$ cat config.mk
export PLATFORM = sky130hd
export DESIGN_NAME = cpu_sequencer
export DESIGN_NICKNAME = d
export VERILOG_FILES = /design/src/rtl/cpu_sequencer.sv
export SDC_FILE = /design/constraint.sdc
export NUM_CORES = 1
export LEC_CHECK = 0
export CELL_PAD_IN_SITES_DETAIL_PLACEMENT = 1
export CELL_PAD_IN_SITES_GLOBAL_PLACEMENT = 1
export CORE_MARGIN = 8
export CORE_UTILIZATION = 28
export CTS_BUF_LIST = sky130_fd_sc_hd__clkbuf_4 sky130_fd_sc_hd__clkbuf_8 sky130_fd_sc_hd__clkbuf_16
export DETAILED_ROUTE_END_ITERATION = 8
export PLACE_DENSITY_LB_ADDON = 0.1
export SLEW_MARGIN = 10
export SYNTH_ARGS = -nofsm -noshare
export SYNTH_HDL_FRONTEND = slang
export SYNTH_SLANG_ARGS = --single-unit
$ cat constraint.sdc
create_clock -name clk -period 1.3 [get_ports clk]
set_clock_uncertainty 0.1 [all_clocks]
set_input_delay 0.26 -clock clk [delete_from_list [all_inputs] [get_ports clk]]
set_output_delay 0.26 -clock clk [all_outputs]
set_load 0.05 [all_outputs]
$ cat src/rtl/cpu_sequencer.sv
// Single-clock instruction-phase sequencer for the GCore accumulator CPU.
// Optional single-step start is built only when GCORE_SEQ_STEP_EN is defined.
module cpu_sequencer #(
    parameter int unsigned PRESCALE = 1,
    parameter int unsigned CNT_W    = 8
) (
    input  logic             clk,
    input  logic             rst,
    input  logic             run,
    input  logic             halt_req,
    input  logic             step,
    output logic             opram_en,
    output logic             mem_en,
    output logic             alu_en,
    output logic             acc_en,
    output logic             pc_en,
    output logic             out_en,
    output logic             busy,
    output logic             done,
    output logic [2:0]       phase,
    output logic [CNT_W-1:0] instr_cnt
);

    localparam int unsigned DIV_W = (PRESCALE > 1) ? $clog2(PRESCALE) : 1;

    typedef enum logic [2:0] {
        IDLE  = 3'd0,
        FETCH = 3'd1,
        MEM   = 3'd2,
        ALU   = 3'd3,
        ACC   = 3'd4,
        PC    = 3'd5,
        OUT   = 3'd6
    } state_t;

    state_t           state, state_nxt;
    logic [DIV_W-1:0] div;
    logic             tick;
    logic             halt_lat;
    logic             start_ok;
    logic             step_arm;

    assign tick = (div == DIV_W'(PRESCALE - 1));

    assign opram_en = (state == FETCH) && tick;
    assign mem_en   = (state == MEM)   && tick;
    assign alu_en   = (state == ALU)   && tick;
    assign acc_en   = (state == ACC)   && tick;
    assign pc_en    = (state == PC)    && tick;
    assign out_en   = (state == OUT)   && tick;

`ifdef GCORE_SEQ_STEP_EN
    logic step_q;
    logic step_edge;

    assign step_edge = step && !step_q;

    // Arming only happens in IDLE, so edges seen while busy are dropped, not queued.
    always_ff @(posedge clk) begin
        if (rst) begin
            step_q   <= 1'b0;
            step_arm <= 1'b0;
        end else begin
            step_q <= step;
            if (state_nxt == FETCH && state == IDLE)
                step_arm <= 1'b0;
            else if (state == IDLE && step_edge && !run && !halt_req)
                step_arm <= 1'b1;
        end
    end
`else
    logic unused_step;
    assign unused_step = step;
    assign step_arm    = 1'b0;
`endif

    assign start_ok = (run || step_arm) && !halt_req;

    always_comb begin
        state_nxt = state;
        if (tick) begin
            unique case (state)
                IDLE:    state_nxt = start_ok ? FETCH : IDLE;
                FETCH:   state_nxt = MEM;
                MEM:     state_nxt = ALU;
                ALU:     state_nxt = ACC;
                ACC:     state_nxt = PC;
                PC:      state_nxt = OUT;
                OUT:     state_nxt = (run && !halt_lat && !halt_req) ? FETCH : IDLE;
                default: state_nxt = IDLE;
            endcase
        end
    end

    always_ff @(posedge clk) begin
        if (rst) begin
            state     <= IDLE;
            div       <= '0;
            halt_lat  <= 1'b0;
            instr_cnt <= '0;
            busy      <= 1'b0;
            done      <= 1'b0;
            phase     <= '0;
        end else begin
            state <= state_nxt;
            div   <= tick ? '0 : div + DIV_W'(1);

            if (state != IDLE && state_nxt == IDLE)
                halt_lat <= 1'b0;
            else if (halt_req && busy)
                halt_lat <= 1'b1;

            if (out_en)
                instr_cnt <= instr_cnt + CNT_W'(1);

            // Status mirrors the state register, so it is loaded from the next state.
            busy  <= (state_nxt != IDLE);
            phase <= state_nxt;
            done  <= out_en && (state_nxt == IDLE);
        end
    end

endmodule

==> PnR_summary.wiki <==
{| class="wikitable"
! Metric !! Value
|-
| Average routed wire per standard cell || between 15 and 20 um
|-
| First-pass GRT wire length || ~4300 um
|-
| DR vias || between 700 and 800
|-
| Final Wtd Congestion || 0.732
|-
| Internal power || 686 uW
|-
| P_leak || approximately 0.62 nW
|-
| Core Region || between 0.002 and 0.0025 mm^2
|-
| Number of global-route vias before repair || ~890
|-
| Initial cell density of the core || between 20% and 30%
|-
| Detail Route Antenna Nets || 0
|-
| Yosys warning count || 0
|-
| Dpl cells || approximately 150
|-
| Routed WL || between 2000 and 3000 um
|-
| Post-synthesis instance area || 689 um^2
|-
| Max Slew Vio Count || 0
|-
| Syn_nets || 87
|-
| Die area || 0.00431 mm^2
|-
| Pwr dens || between 500 and 600 mW/mm^2
|-
| Vias per Instance || 4.75
|-
| Kind of start point of the critical path || flip-flop
|-
| Post-synthesis sequential element count || 15
|-
| Sequential cell fraction of total power || between 50% and 60%
|-
| Category of the most critical setup path || flip-flop to primary output
|-
| Setup violation total in the final timing report || 15
|-
| Post-synth cell types || 29
|-
| Placed wire-length estimate after detailed placement || 1940 um
|-
| Minimum setup slack after placement || -0.317 ns
|-
| Final-report hold violation count || 0
|-
| Violated checks || negative setup slack
|-
| Reported max-cap violation count || 0
|-
| Count of flip-flops with a built-in enable after synthesis || 0
|-
| Clock tree from TritonCTS || done
|-
| Number of clock buffers inserted by TritonCTS || 3
|-
| Arrival time reported for the critical path endpoint || between 1 and 1.5 ns
|-
| Source-to-sink clock delay at the later pin of the worst-skew pair || between 0.2 and 0.3 ns
|-
| Horizontal die dimension || 65.6 um
|-
| Clock Sink Count || 15
|-
| Maximum root-to-sink buffer count || 2
|-
| HP Class || flip-flop to flip-flop
|-
| Number of antenna violations at the first check in global routing || 0
|-
| Detailed router's first-iteration violation count || 2
|-
| CTS clk-pin slew, worst paths || around 0.08 ns
|-
| Mapped Avg Cell Area || about 8.5 um^2
|-
| Standard-cell rows || 18
|-
| Most frequently used flop master after synthesis || sky130_fd_sc_hd__dfxtp_1
|-
| Tot GR Track Use || between 10% and 20%
|-
| Remaining routing DRC violations || 0
|-
| Total I/O pin count || 24
|-
| Setup repair after global routing missed its margin || yes
|-
| Cts hold-fix bufs || 0
|-
| Peak supply drop || about 0.64 mV
|-
| Cell area after placement || between 0.001 and 0.0015 mm^2
|-
| Chip Height || around 66 um
|-
| Status || complete, but fails checks
|-
| Leading post-synthesis cells by cell area || sky130_fd_sc_hd__dfxtp_1 44%, sky130_fd_sc_hd__nor2_1 9.8%, sky130_fd_sc_hd__xor2_1 7.6%
|-
| Cell with the most instances after synthesis || sky130_fd_sc_hd__nor2_1
|-
| Net Sw Frac || approximately a quarter
|-
| Share of synthesized area occupied by flip-flops and latches || 43.6%
|-
| Root Buffer || sky130_fd_sc_hd__clkbuf_4
|-
| H-tree Lvls || 1
|-
| Aggregate global routing overflow || 0
|-
| Comb power frac || 18.0%
|-
| Share of final-layout standard cells stronger than drive strength 1 || approximately 67%
|-
| Worst path setup slack after routing || -0.369 ns
|-
| Data required time at the worst endpoint || roughly 0.94 ns
|-
| Commonest cells post-synth || 18 x sky130_fd_sc_hd__nor2_1, 15 x sky130_fd_sc_hd__dfxtp_1, 6 x sky130_fd_sc_hd__xor2_1
|-
| Period Utilization, post-route || 128%
|-
| Switching power of the nets || between 200 and 250 uW
|-
| Final nets || roughly 140
|-
| Critical path capture point type || primary output
|-
| Area of all placed cells without fillers || approximately 0.0016 mm^2
|-
| Yosys top cell area share || a little over two fifths
|-
| Largest net degree at the start of global routing || 9
|-
| Min Tclk post-route || 1.67 ns
|-
| Achievable clock frequency || 0.599 GHz
|-
| Post-synthesis instance total || roughly 80
|-
| Layout area overhead || 130%
|-
| Number of non-filler instances in the completed layout || 161
|-
| Worst hold-check slack || around 0.45 ns
|-
| Largest area contributor in the netlist || sky130_fd_sc_hd__dfxtp_1
|-
| Total inserted antenna cells || 0
|-
| Critical path peak fanout || 4
|-
| Number of buffers inserted by port buffering || 22
|-
| Number of detailed-route iterations in the first pass || 3
|-
| Share of flip-flops with an asynchronous set or reset after synthesis || 0%
|-
| Clock group share of total power || between 30% and 40%
|}
## per-layer routing
| metal | global-route usage, % | part of all wire (%) | vias up |
|---|---|---|---|
| li1 | - | - | 374 |
| met1 | 11.7 | 35 | 365 |
| met2 | 24.8 | 57 | 19 |
| met3 | 3.74 | 6.4 | 6 |
| met4 | 6.81 | 2.4 | 0 |
| met5 | 0 | 0 | - |
## cell families after synthesis
logic type | count (synthesis) | share of synthesized area [%]
muxes | 1 | 1.45
other | 1 | 0.544
and+or+nand+nor | 42 | 31.9
DFF | 15 | 43.6
AOI/OAI and AO/OA | 7 | 6.90
buffers and inverters | 7 | 4.90
xor gates and xnor gates | 7 | 8.89
adders and majority gates | 1 | 1.81
## power by group through the flow
stage / Sequential, mW / Combinational [mW] / Clock (mW)
finish: 0.474 / 0.166 / 0.282
global route: 0.475 / 0.175 / 0.315
detailed placement: 0.484 / 0.140 / 0
global placement: 0.483 / 0.136 / 0
floorplan: 0.498 / 0.0541 / 0
CTS: 0.473 / 0.162 / 0.293
## critical path, stage by stage, from the launching register on
cell and delay [ns]:
sky130_fd_sc_hd__dfxtp_4 0.37, sky130_fd_sc_hd__or2b_4 0.30, sky130_fd_sc_hd__nor3_4 0.20, sky130_fd_sc_hd__buf_12 0.16
## registers in the layout, indices dropped and copies added, names as in the netlist
register and flops:
done 1, state 3, instr_cnt 8, busy 1
halt_lat 1, div 1
## final timing paths
check	slack (ns)	endpoint	cells after the start	start
worst min-delay path	0.45	halt_lat	2	halt_lat
worst max register to register	-0.18	instr_cnt[6]	7	state[1]
worst min register to register	0.45	halt_lat	2	halt_lat
worst max-delay path	-0.37	mem_en	3	state[1]
## repair_timing
item	4_1_cts	5_1_grt
hold endpoints to repair	0	0
resized for setup	30	11
pin swaps	13	8
endpoints found under the setup margin	17	23
buffers inserted	7	5
## area by class of cell
class | instances | area [um^2]
clock buffers | 4 | 30.0
well taps | 30 | 37.5
multi-input cells | 59 | 513
fillers | 248 | 822
repair buffers | 51 | 676
flip-flops and latches | 15 | 322
inverters | 2 | 10.0
## layout by cell type, fill, tap and decap left out, drive strengths merged, types with 2 or more instances in the layout
cell type / netlist / final
a211oi: 2 / 2
a21oi: 2 / 2
buf: 4 / 48
clkbuf: 1 / 4
clkdlybuf4s50: 0 / 3
dfxtp: 15 / 15
inv: 2 / 2
nand2: 3 / 3
nand2b: 2 / 2
nand3: 2 / 2
nand4: 3 / 3
nor2: 18 / 18
nor3: 4 / 4
nor4: 2 / 2
or2b: 2 / 2
xor2: 6 / 6
## stage by stage
step                      TNS [ns]  utilization [%]  total power, mW
after floorplan              -1.73                -            0.552
after global placement      -0.834             55.7            0.619
after detailed placement     -1.57             55.7            0.623
after CTS                    -3.33             64.0            0.928
after global routing         -3.73             65.9            0.965
final                        -2.78             65.9            0.921
Power figures use the tool's default switching activity.
